File: src/rtl/i2c_bus_arbiter.sv
// Round-robin arbiter sharing one I2C master controller among
// NUM_REQ requesters; single-byte read/write, registered outputs.
//
// Ports:
//   clk, rst            clock, synchronous active-high reset
//   req/req_addr/       per-requester request level, 7-bit address,
//   req_data/req_rw     write byte and direction (1 = read)
//   gnt, ack, err       one-hot grant, done pulse, timeout pulse
//   rdata               last byte read back
//   busy                arbiter not idle
//   ctl_*               controller enable/addr/data_in/rw, data_out,
//                       ready and done handshake
//
// Optional: define ARB_TIMEOUT_EN to build a 16-bit watchdog that
// abandons a transaction after TIMEOUT_CYCLES ISSUE cycles and
// pulses err instead of ack. Without it err is tied to zero.

module i2c_bus_arbiter #(
  parameter int NUM_REQ        = 4,
  parameter int TIMEOUT_CYCLES = 20000
) (
  input  logic                 clk,
  input  logic                 rst,
  input  logic [NUM_REQ-1:0]   req,
  input  logic [7*NUM_REQ-1:0] req_addr,
  input  logic [8*NUM_REQ-1:0] req_data,
  input  logic [NUM_REQ-1:0]   req_rw,
  output logic [NUM_REQ-1:0]   gnt,
  output logic [NUM_REQ-1:0]   ack,
  output logic [NUM_REQ-1:0]   err,
  output logic [7:0]           rdata,
  output logic                 busy,
  output logic                 ctl_enable,
  output logic [6:0]           ctl_addr,
  output logic [7:0]           ctl_data,
  output logic                 ctl_rw,
  input  logic [7:0]           ctl_data_out,
  input  logic                 ctl_ready,
  input  logic                 ctl_done
);

  localparam int IW = (NUM_REQ > 1) ? $clog2(NUM_REQ) : 1;

  typedef enum logic [1:0] {
    IDLE,
    ISSUE,
    RELEASE
  } state_t;

  state_t               state_q;
  logic [IW-1:0]        last_q;
  logic [NUM_REQ-1:0]   gnt_q;
  logic [NUM_REQ-1:0]   ack_q;
  logic [7:0]           rdata_q;
  logic                 busy_q;
  logic                 en_q;
  logic [6:0]           addr_q;
  logic [7:0]           data_q;
  logic                 rw_q;

  logic                 hi_found;
  logic                 lo_found;
  logic [IW-1:0]        hi_idx;
  logic [IW-1:0]        lo_idx;
  logic                 any_req;
  logic [IW-1:0]        win_idx;
  logic [NUM_REQ-1:0]   win_oh;
  logic [6:0]           win_addr;
  logic [7:0]           win_data;
  logic                 win_rw;

  // Round-robin: prefer the lowest set index above last_q,
  // otherwise wrap to the lowest set index at or below it.
  always_comb begin
    hi_found = 1'b0;
    lo_found = 1'b0;
    hi_idx   = '0;
    lo_idx   = '0;
    for (int i = 0; i < NUM_REQ; i++) begin
      if (req[i]) begin
        if (i > int'(last_q)) begin
          if (!hi_found) begin
            hi_found = 1'b1;
            hi_idx   = IW'(i);
          end
        end else if (!lo_found) begin
          lo_found = 1'b1;
          lo_idx   = IW'(i);
        end
      end
    end
    any_req = hi_found | lo_found;
    win_idx = hi_found ? hi_idx : lo_idx;
  end

  always_comb begin
    win_oh   = '0;
    win_addr = '0;
    win_data = '0;
    win_rw   = 1'b0;
    for (int i = 0; i < NUM_REQ; i++) begin
      if (IW'(i) == win_idx) begin
        win_oh[i] = 1'b1;
        win_addr  = req_addr[i*7 +: 7];
        win_data  = req_data[i*8 +: 8];
        win_rw    = req_rw[i];
      end
    end
  end

`ifdef ARB_TIMEOUT_EN
  localparam logic [15:0] WD_LAST = 16'(TIMEOUT_CYCLES - 1);
  logic [15:0]        wd_q;
  logic [NUM_REQ-1:0] err_q;
  assign err = err_q;
`else
  assign err = '0;
`endif

  always_ff @(posedge clk) begin
    if (rst) begin
      state_q <= IDLE;
      last_q  <= IW'(NUM_REQ - 1);
      gnt_q   <= '0;
      ack_q   <= '0;
      rdata_q <= '0;
      busy_q  <= 1'b0;
      en_q    <= 1'b0;
      addr_q  <= '0;
      data_q  <= '0;
      rw_q    <= 1'b0;
`ifdef ARB_TIMEOUT_EN
      wd_q    <= '0;
      err_q   <= '0;
`endif
    end else begin
      ack_q <= '0;
`ifdef ARB_TIMEOUT_EN
      err_q <= '0;
`endif
      unique case (state_q)
        IDLE: begin
          if (any_req && ctl_ready) begin
            gnt_q   <= win_oh;
            addr_q  <= win_addr;
            data_q  <= win_data;
            rw_q    <= win_rw;
            en_q    <= 1'b1;
            busy_q  <= 1'b1;
            last_q  <= win_idx;
            state_q <= ISSUE;
`ifdef ARB_TIMEOUT_EN
            wd_q    <= '0;
`endif
          end
        end
        ISSUE: begin
          // done has priority over a coinciding watchdog expiry
          if (ctl_done) begin
            en_q    <= 1'b0;
            ack_q   <= gnt_q;
            state_q <= RELEASE;
            if (rw_q) begin
              rdata_q <= ctl_data_out;
            end
          end
`ifdef ARB_TIMEOUT_EN
          else if (wd_q == WD_LAST) begin
            en_q    <= 1'b0;
            err_q   <= gnt_q;
            state_q <= RELEASE;
          end else begin
            wd_q <= wd_q + 16'd1;
          end
`endif
        end
        RELEASE: begin
          if (ctl_ready) begin
            gnt_q   <= '0;
            busy_q  <= 1'b0;
            state_q <= IDLE;
          end
        end
        default: state_q <= IDLE;
      endcase
    end
  end

  assign gnt        = gnt_q;
  assign ack        = ack_q;
  assign rdata      = rdata_q;
  assign busy       = busy_q;
  assign ctl_enable = en_q;
  assign ctl_addr   = addr_q;
  assign ctl_data   = data_q;
  assign ctl_rw     = rw_q;

endmodule
File: config.mk
export PLATFORM = sky130hd
export DESIGN_NAME = i2c_bus_arbiter
export DESIGN_NICKNAME = d
export VERILOG_FILES = /design/src/rtl/i2c_bus_arbiter.sv
export SDC_FILE = /design/constraint.sdc
export NUM_CORES = 1
export LEC_CHECK = 0
export BUFFER_PORTS_ARGS = -buffer_cell sky130_fd_sc_hd__buf_4
export CAP_MARGIN = 30
export CORE_UTILIZATION = 30
export DETAILED_ROUTE_END_ITERATION = 8
export SYNTH_ARGS = -nofsm -noshare
export SYNTH_HDL_FRONTEND = slang
export SYNTH_SLANG_ARGS = --single-unit
export TNS_END_PERCENT = 50
File: constraint.sdc
create_clock -name clk -period 1.7 [get_ports clk]
set_clock_uncertainty 0.15 [all_clocks]
set_input_delay 0.085 -clock clk [delete_from_list [all_inputs] [get_ports clk]]
set_output_delay 0.085 -clock clk [all_outputs]
set_load 0.01 [all_outputs]
# Word-level counts from Yosys, hierarchy flattened
# Index checks and enable logic that the tools add are counted.
# word_totals
elab_cells,94
output_inout_bits,38
in_bits,80
register_bits,38
# op_classes
magnitude_cmp,3
n_bitwise,3
n_reduce_logical,11
muxes,59
eq_ne,8
# ops
op,n
two-way mux 2 bit,16
two-way mux 8 bit,4
two-way mux 1 bit,29
two-way mux 7 bit,4
AND reduction 3 bit,4
two-way mux 4 bit,2
one-hot mux 4 bit (2 select lines),1
!= test 2 bit (second input constant),3
one-hot mux 2 bit (3 select lines),1
== test 2 bit (first input constant),2
greater-than comparator 2 bit (first input constant),2
zero test 2 bit,2
one-hot mux 1 bit (2 select lines),2
nonzero test 2 bit,2
OR reduction 3 bit,1
== test 1 x 2 -> 1 bit (first input constant),1
== test 2 x 1 -> 1 bit (second input constant),1
== test 2 bit (second input constant),1
greater-than comparator 1 x 2 -> 1 bit (first input constant),1
NOT 1 bit,2
AND reduction 2 bit,1
logical AND 1 bit,1
bitwise OR 1 bit,1

# Longest topological paths before layout
# depth
ltp_word,16
ltp_mapped,7
mapped_depth_nobuf,5

# Worst setup path before layout
# No wires, ideal clock.
# synth_timing
path_type,reg2reg
startpoint,register last_q[0]
endpoint,"register data_q[4], in the netlist ctl_data[4]"
setup_time_ns,0.132
t_required_ns,1.418
synth_period_minus_slack_ns,1.711
slack_ns,-0.011
path_buffers,2
arrival_time_ns,1.428
stages_incl_launch_ff,8
path_cell_list,dfxtp_1 > nand2b_1 > o21ai_0 > a211o_1 > buf_4 > buf_4 > mux2i_1 > o2111ai_1
# synth_between
elab_chain_cells,15
elab_cells_between_ends,43
classes_between,order compare: 3; eq/ne: 3; mux: 33; bitwise: 1; reduce/logical: 3
# synth_rtl
element,line_no,rtl
"start, declared",51,logic [IW-1:0] last_q;
"start signal, assigned",123,last_q <= IW'(NUM_REQ - 1);
"start signal, assigned",150,last_q <= win_idx;
greater-than comparator 1 x 2 -> 1 bit,81,if (i > int'(last_q)) begin
two-way mux 1 bit,81,
two-way mux 1 bit,80,if (req[i]) begin
"two-way mux 2 bit, on equally long branches","86, 82",
two-way mux 2 bit,81,
two-way mux 2 bit,80,
"two-way mux 2 bit, on equally long branches","86, 82",
two-way mux 2 bit,81,
two-way mux 2 bit,80,
two-way mux 2 bit,93,win_idx = hi_found ? hi_idx : lo_idx;
zero test 2 bit,102,if (IW'(i) == win_idx) begin
two-way mux 8 bit (4 in series),102,
"end signal, assigned",146,data_q <= win_data;
"end, declared",58,logic [7:0] data_q;
# Parallel ways exist; a longest one is shown, timed or not.
# A chain may end at the register's enable or synchronous reset.

# Worst setup path in the final report
# Ends and elaborated chain as after synthesis.

==> summary.md <==
| Metric | Value |
|---|---|
| Status | `finished, violations left` |
| Failing checks | `setup timing` |
| Leakage power | `1.76 nW` |
| Reg-to-Reg Start | `last_q[0]` |
| Combinational family with the most area after synthesis | `simple AND/OR/NAND/NOR gates` |
| Worst Tran Pin Value | `0.566 ns` |
| Worst-path clk slew | `0.08 ns` |
| Share of cells above drive strength 1 | `41.3%` |
| Compound-Gate Fraction of Synth Area | `16.2%` |
| Hold_sp | `req_addr[7]` |
| Gpl congestion | `0.739` |
| R2R cell count | `7` |
| Largest net degree at the start of global routing | `30` |
| Placement Cell Area | `2880 µm²` |
| Crit-path max FO | `14` |
| Chip Height | `80.1 µm` |
| Core area | `5890 µm²` |
| ANT cells | `0` |
| GRT overflow | `0` |
| Fin area | `3970 µm²` |
| Finish-stage setup viols | `14` |
| Setup crit end kind | `flip-flop` |
| Gate count after technology mapping | `214` |
| Final hold vios | `0` |
| TritonCTS buffer count | `5` |
| Simple-gate share of the synthesized area | `27.5%` |
| Pwr dens | `681 nW/µm²` |
| Seq/Total Area, Yosys | `41.6%` |
| Synth Area in XOR/XNOR | `0%` |
| Pre-antenna DRT Iters | `4` |
| Max Root-Sink Buffers | `2` |
| Most frequent cells in the layout | `buf_4, dlygate4sd3_1, dfxtp_1, nand2_1, nand3_1` |
| Multiplexer share of the synthesized area | `8.75%` |
| Effective utilization at floorplan | `31.1%` |
| Total track usage | `22.2%` |
| WL/cell | `14.6 µm` |
| Via/cell ratio | `4.89` |
| I/O Pins | `118` |
| Hold-critical path depth | `3` |
| Fmax | `574 MHz` |
| Detailed Place HPWL | `3990 µm` |
| Mapped cell area | `1830 µm²` |
| Rel. slew slack | `62.0%` |
| Final worst slack | `-0.0410 ns` |
| Worst skew pair latency | `0.30 ns` |
| Clock root buffer | `clkbuf_8` |
| Total Wirelength | `7260 µm` |
| DR vias | `2423` |
| Synth cell types | `33` |
| Crit path kind | `reg2reg` |
| Most common cell after layout, fill and taps aside | `buf_4` |
| Critical path cell sequence | `nand2b_4, a311o_1, nor3_4, buf_12, clkbuf_16, nand3_1, o2111ai_1` |
| Htree depth | `2` |
| CTS Sinks | `38` |
| Initial antenna violation count | `0` |
| Adder-Cell Fraction of Synth Area | `0%` |
| Tcrit/Tclk final | `102%` |
| NumNets Final | `500` |
| Critical path data required time | `1.77 ns` |
| EDFF count, synth | `0` |
| RSZ-0062 raised after global routing | `true` |
| Crit path max-delay family | `compound AO/OA/AOI/OAI gates` |
| First-pass GRT wire length | `10900 µm` |
| Crit-path max cell delay | `0.39 ns` |
| Port Buf Inserts | `113` |
| Post-synth ARST share | `0%` |
| Hold/Removal Path Class | `in2reg` |
| Layout area overhead | `117%` |
| Startpoint types | `flip-flop` |
| R2r endpoint | `ctl_data[4]` |
| Slowest CP cell | `a311o_1` |
| Min Tclk post-route | `1.74 ns` |
| Via count of the first global-routing pass | `2422` |
| Worst IR Drop VDD | `413 µV` |
| WP buf/inv | `2` |
| R2R Setup Slk | `-0.04 ns` |
| Fillcell total | `466` |
| Die area | `6420 µm²` |
| Chip width | `80.1 µm` |
| Synth Flop Type | `dfxtp_1` |
| Final Power | `0.00271 W` |
| Slew Viols, Final | `0` |
| Row count | `28` |
| Synth warnings | `0` |
| Worst Hold Endpoint | `ctl_addr[0]` |
| CTS tree | `built` |
| CP Data Arrival Time | `1.81 ns` |
| Antenna viol nets, final | `0` |
| Max-cap viol count | `0` |
| Register bit total from synthesis | `38` |
| Remaining routing DRC violations | `0` |
| Syn avg cell area | `8.55 µm²` |
| Iteration-0 DRC Markers | `87` |
==> registers in the layout, indices dropped and copies added, names as in the netlist <==
register    cells
ack             4
busy            1
ctl_addr        7
ctl_data        8
ctl_enable      1
ctl_rw          1
gnt             4
last_q          2
rdata           8
state_q         2
==> worst max-delay path by stage <==
stage               from           to  slack (ns)  cells after the start
2_1_floorplan  last_q[0]  ctl_addr[6]      -0.003                      7
3_3_place_gp   last_q[0]  ctl_data[4]       -0.50                      5
3_5_place_dp      req[1]  ctl_addr[2]       -0.19                      9
4_1_cts        last_q[0]  ctl_data[3]      -0.009                      7
5_1_grt        last_q[0]  ctl_addr[2]       -0.09                      7
6_report       last_q[0]  ctl_data[4]       -0.04                      7
==> cell usage after synthesis (all sizes together), types with 2 or more instances <==
library cell	number	share of area, %
dfxtp	38	42
nand2	36	7.5
nand3	32	8.7
mux2i	16	8.7
o2111ai	16	7.7
nor2	15	3.5
buf	14	5.0
a21oi	13	3.6
and2	5	1.7
a211o	3	1.4
clkbuf	3	0.62
nand2b	3	1.0
a22oi	2	0.82
a32oi	2	0.96
nor3	2	1.2
o21ai	2	0.55
or2	2	0.68
==> power breakdown <==
part	internal, W	switching, W	leakage (nW)
Clock	0.000432	0.000340	0.0579
Sequential	0.000960	0.0000420	0.310
Combinational	0.000555	0.000376	1.39
Total	0.00195	0.000758	1.76
==> timing repair <==
item / 4_1_cts / 5_1_grt
gates cloned: 0 / 4
buffers inserted: 1 / 1
hold buffers: 73 / 0
endpoints found under the hold margin: 26 / 0
pin swaps: 1 / 4
endpoints found under the setup margin: 17 / 19
gates resized for setup: 4 / 22
==> kinds of logic (layout without fill, tap and decap cells) <==
kind of cell / after synthesis / after routing
compound gates: 40 / 40
buf+inv: 18 / 222
flops: 38 / 38
mux: 16 / 16
other cells: 1 / 4
simple gates: 101 / 101
==> cell type report <==
| cell class | instances | area, µm² | area share (%) |
|---|---|---|---|
| clock inverter | 3 | 40.0 | 1.01 |
| multi-input combinational | 161 | 1070 | 27.1 |
| tap | 75 | 93.8 | 2.36 |
| timing repair buffer | 213 | 1930 | 48.5 |
| clock buffer | 5 | 68.8 | 1.73 |
| inverter | 1 | 3.75 | 0.0945 |
| sequential | 38 | 763 | 19.2 |
==> layer usage <==
| metal | up-vias | global-route usage (%) | part of all wire, % |
|---|---|---|---|
| met5 | - | 0 | 0 |
| met3 | 14 | 5.80 | 6.0 |
| met2 | 107 | 41.5 | 55 |
| met1 | 1124 | 23.5 | 37 |
| met4 | 0 | 8.57 | 1.8 |
| li1 | 1178 | - | - |
==> per-stage QoR <==
stage                     instances  util [%]  setup WS, ns  hold slack [ns]   TNS, ns
after global placement          408      48.7        -0.501            0.176     -8.07
after detailed placement        409      49.0        -0.191            0.187     -3.13
after floorplan                 217         -      -0.00333           0.0710  -0.00666
after global routing            496      67.5       -0.0928           0.0328     -1.23
after CTS                       491      63.7      -0.00906          0.00629   -0.0317
final                           496      67.5       -0.0410          0.00476    -0.393
==> worst register-to-register path: stages, from the launching register on <==
cell	delay (ns)
dfxtp_2	0.34
nand2b_4	0.14
a311o_1	0.39
nor3_4	0.16
buf_12	0.15
clkbuf_16	0.16
nand3_1	0.08
o2111ai_1	0.10
Power figures use the tool's default switching activity.
